$ cat src/rtl/button_press_gen.sv
// Generates clean press/gap sequences on a raw button line so a downstream
// toggle-type button follows the requested target level.
module button_press_gen #(
  parameter int PRESS_CYCLES = 4,
  parameter int GAP_CYCLES   = 4,
  parameter int CW           = 8
) (
  input  logic clk,
  input  logic rst,
  input  logic target,
  output logic button,
  output logic busy,
  output logic mirror,
  output logic done
);

  localparam logic [1:0] IDLE  = 2'd0;
  localparam logic [1:0] PRESS = 2'd1;
  localparam logic [1:0] GAP   = 2'd2;

  localparam logic [CW-1:0] PRESS_LOAD = CW'(PRESS_CYCLES - 1);
  localparam logic [CW-1:0] GAP_LOAD   = CW'(GAP_CYCLES - 1);

  logic [1:0]    state_reg,  state_next;
  logic [CW-1:0] count_reg,  count_next;
  logic          button_reg, button_next;
  logic          busy_reg,   busy_next;
  logic          mirror_reg, mirror_next;
  logic          done_reg,   done_next;

  always_comb begin
    state_next  = state_reg;
    count_next  = count_reg;
    button_next = button_reg;
    busy_next   = busy_reg;
    mirror_next = mirror_reg;
    done_next   = 1'b0;
    case (state_reg)
      IDLE: begin
        button_next = 1'b0;
        busy_next   = 1'b0;
        // Only press when the tracked toggle level must change.
        if (target != mirror_reg) begin
          state_next  = PRESS;
          button_next = 1'b1;
          busy_next   = 1'b1;
          mirror_next = ~mirror_reg;
          count_next  = PRESS_LOAD;
        end
      end
      PRESS: begin
        button_next = 1'b1;
        busy_next   = 1'b1;
        if (count_reg != '0) begin
          count_next = count_reg - 1'b1;
        end else begin
          state_next  = GAP;
          button_next = 1'b0;
          count_next  = GAP_LOAD;
        end
      end
      GAP: begin
        button_next = 1'b0;
        busy_next   = 1'b1;
        if (count_reg != '0) begin
          count_next = count_reg - 1'b1;
        end else begin
          state_next = IDLE;
          busy_next  = 1'b0;
          done_next  = 1'b1;
        end
      end
      default: begin
        // Unreachable encoding: recover to IDLE without disturbing mirror.
        state_next  = IDLE;
        button_next = 1'b0;
        busy_next   = 1'b0;
        count_next  = '0;
      end
    endcase
  end

  always_ff @(posedge clk) begin
    if (rst) begin
      state_reg  <= IDLE;
      count_reg  <= '0;
      button_reg <= 1'b0;
      busy_reg   <= 1'b0;
      mirror_reg <= 1'b0;
      done_reg   <= 1'b0;
    end else begin
      state_reg  <= state_next;
      count_reg  <= count_next;
      button_reg <= button_next;
      busy_reg   <= busy_next;
      mirror_reg <= mirror_next;
      done_reg   <= done_next;
    end
  end

  assign button = button_reg;
  assign busy   = busy_reg;
  assign mirror = mirror_reg;
  assign done   = done_reg;

endmodule
$ cat config.mk
export PLATFORM = sky130hd
export DESIGN_NAME = button_press_gen
export DESIGN_NICKNAME = d
export VERILOG_FILES = /design/src/rtl/button_press_gen.sv
export SDC_FILE = /design/constraint.sdc
export NUM_CORES = 1
export LEC_CHECK = 0
export BUFFER_PORTS_ARGS = -buffer_cell sky130_fd_sc_hd__buf_2
export CORE_UTILIZATION = 45
export CTS_CLUSTER_DIAMETER = 30
export DETAILED_ROUTE_END_ITERATION = 6
export PLACE_DENSITY = 0.69
export SLEW_MARGIN = 20
export SYNTH_ARGS = -nofsm -noshare
export SYNTH_HDL_FRONTEND = slang
export SYNTH_SLANG_ARGS = --single-unit
$ cat constraint.sdc
create_clock -name clk -period 2.1 [get_ports clk]
set_input_delay 0.21 -clock clk [delete_from_list [all_inputs] [get_ports clk]]
set_output_delay 0.21 -clock clk [all_outputs]
set_load 0.01 [all_outputs]
==> results_dict.tcl <==
set metrics [dict create \
    status "complete, no violations" \
    cts_resized 0 \
    die_x_um 41.6 \
    wl_per_cell_um 12.2 \
    grt_busiest_layer "met1" \
    cts_tree "yes" \
    ys_seq_area_share_pct 39.8 \
    start_util_pct 51.0 \
    grt_pass1_wl_mm 2.39 \
    final_util_pct 57.6 \
    most-common-layout-cells "dfxtp_1 (14), a21oi_1 (9), nand2_1 (8)" \
    drcViolationCount 0 \
    yosysUniqueCellTypes 33 \
    ctsHoldBuffers 0 \
    routed_wl_mm 1.30 \
    syn_to_final_growth_pct 13.1 \
    vias 606 \
    ff_latch_area_um2 280 \
    finalCritPeriodShare_pct 88.9 \
    path_class "reg2reg" \
    synthesis.area_um2 704 \
    finalHoldViolations 0 \
    p_leak_uw 0.000323 \
    yosys_warnings 0 \
    antenna_found_initial 0 \
    n_fill_cell 127 \
    vdd_drop_max_uv 822 \
    post_drt_via_cell_ratio 5.72 \
    post_cts_buffers 0 \
    fin_skew_ns 0.00239 \
    path_clk_slew_ns 0.09 \
    htree_levels 1 \
    grtUsageMet2_pct 23.1 \
    die-area_um2 1730 \
    hold_path_class "in2reg" \
    gp_congestion 0.836 \
    power_density_nw_per_um2 1990 \
    io_buffers 6 \
    fp.dieH_um 41.6 \
    grt_pass1_vias 522 \
    rows 13 \
    drive_gt1_share_pct 22.0 \
    finalSetupTns_ns 0 \
    cts_root_buffer "clkbuf_4" \
    grt_use_met3_pct 3.91 \
    clockBufferDepth 2 \
    globalRouteOverflowTotal 0 \
    placed_cell_area_um2 761 \
    final_max_slew_viol_count 0 \
    rsz0062_at_grt "no" \
    coreArea_um2 1380 \
    syn-num-nets 86 \
    crit_path_end_kind "flip-flop" \
    stdcell_area_um2 797 \
    use_met1_pct 27.7 \
    final_common_cell "dfxtp_1" \
    fin_crit_ns 1.87 \
    cts_made_buffers 3 \
    max_freq_mhz 536 \
    drt-initial-drc-count 12 \
    whs_ns 0.199 \
    nNetsFinal 97 \
    drtAntennaViolNets 0 \
    synth-seq-cells 14 \
    antenna_cells 0 \
    grt_usage_pct 17.3 \
    crit_fanout 5 \
    synthesis.area_per_instance_um2 8.70 \
    clkSinkCount 14 \
    multiInputGateArea_um2 390 \
    cp-start-kind "flip-flop" \
    syn_inst 81 \
    worstPathArrival_ns 2.08 \
    hpwl_um 965 \
    relSlewSlack_pct 72.9 \
    setup_violations 0 \
    ioPinCount 7 \
    drv_cap 0 \
    cp.required_ns 2.31 \
    largest_reg_flops 8 \
    dr.pass1.iters 4 \
    grt_max_degree 15 \
    clk_latency_ns 0.27 \
    tightest_slew_ns 0.406 \
]
==> metal layers <==
layer	part of all wire (%)	wire, µm	vias to the layer above
met5	0	0	-
met4	0	0	0
li1	-	-	321
met1	54	699	273
met2	42	544	12
met3	4.2	54	0
==> cell usage after synthesis (all sizes together) <==
master / n / share of area [%]
o21a: 1 / 1.1
or4b: 1 / 1.4
a2111oi: 2 / 2.5
nor3: 1 / 0.71
or3b: 2 / 2.5
ha: 2 / 3.6
a21o: 1 / 1.1
or4: 2 / 2.7
or2: 2 / 1.8
xnor2: 1 / 1.2
o32ai: 1 / 2.3
nand2: 8 / 4.3
o31ai: 1 / 1.1
or3: 4 / 3.6
o22ai: 1 / 0.89
o32a: 1 / 1.4
nand2b: 1 / 0.89
o41ai: 1 / 1.2
a311o: 1 / 1.4
a211oi: 2 / 2.1
clkbuf: 2 / 1.1
a21oi: 9 / 6.4
inv: 3 / 1.6
xor2: 1 / 1.2
nor4: 1 / 0.89
nand3b: 3 / 3.2
nor2: 6 / 3.2
buf: 2 / 2.1
o21ai: 4 / 2.8
dfxtp: 14 / 40
==> worst max-delay path, stage by stage (launching register included) <==
cell	delay, ns
dfxtp_1	0.35
inv_1	0.10
ha_1	0.14
or3b_2	0.47
or2_1	0.26
a311o_1	0.35
a21oi_1	0.13
==> cell families (layout without fill, tap and decap cells) <==
logic type | after synthesis | after routing | synth area share, %
and+or+nand+nor | 31 | 31 | 25.0
adders and majority gates | 2 | 2 | 3.55
buffers and inverters | 7 | 17 | 4.80
AOI/OAI and AO/OA | 25 | 25 | 24.3
DFF | 14 | 14 | 39.8
xor gates and xnor gates | 2 | 2 | 2.49
==> layout make-up <==
cell class	count	area share, %
Tap cell	15	2.35
Sequential cell	14	35.2
Inverter	3	1.41
Multi-Input combinational cell	60	49.0
Clock buffer	4	4.55
Timing Repair Buffer	10	7.54
==> through the flow <==
stage          cells  worst slack (ns)  power, µW
6_report         106             0.234       1590
5_1_grt          106             0.108       1750
4_1_cts          106             0.232       1590
3_5_place_dp     102             0.255       1380
3_3_place_gp     102             0.270       1370
2_1_floorplan     81             0.273       1170
==> where the power goes <==
part	switching, µW	total, µW	internal, µW
Clock	89.0	194	105
Combinational	452	879	427
Sequential	129	512	383
Total	670	1590	915
==> path summary, 6_finish.rpt <==
path | depth (start not counted) | slack, ns | to | from
worst min-delay path | 3 | 0.20 | mirror$_SDFFE_PP0P_ | target
worst max register to register | 6 | 0.23 | count_reg[1]$_SDFFE_PP0P_ | count_reg[0]$_SDFFE_PP0P_
worst min register to register | 2 | 0.51 | count_reg[5]$_SDFFE_PP0P_ | count_reg[5]$_SDFFE_PP0P_
worst max-delay path | 6 | 0.23 | count_reg[1]$_SDFFE_PP0P_ | count_reg[0]$_SDFFE_PP0P_
Power figures use the tool's default switching activity.
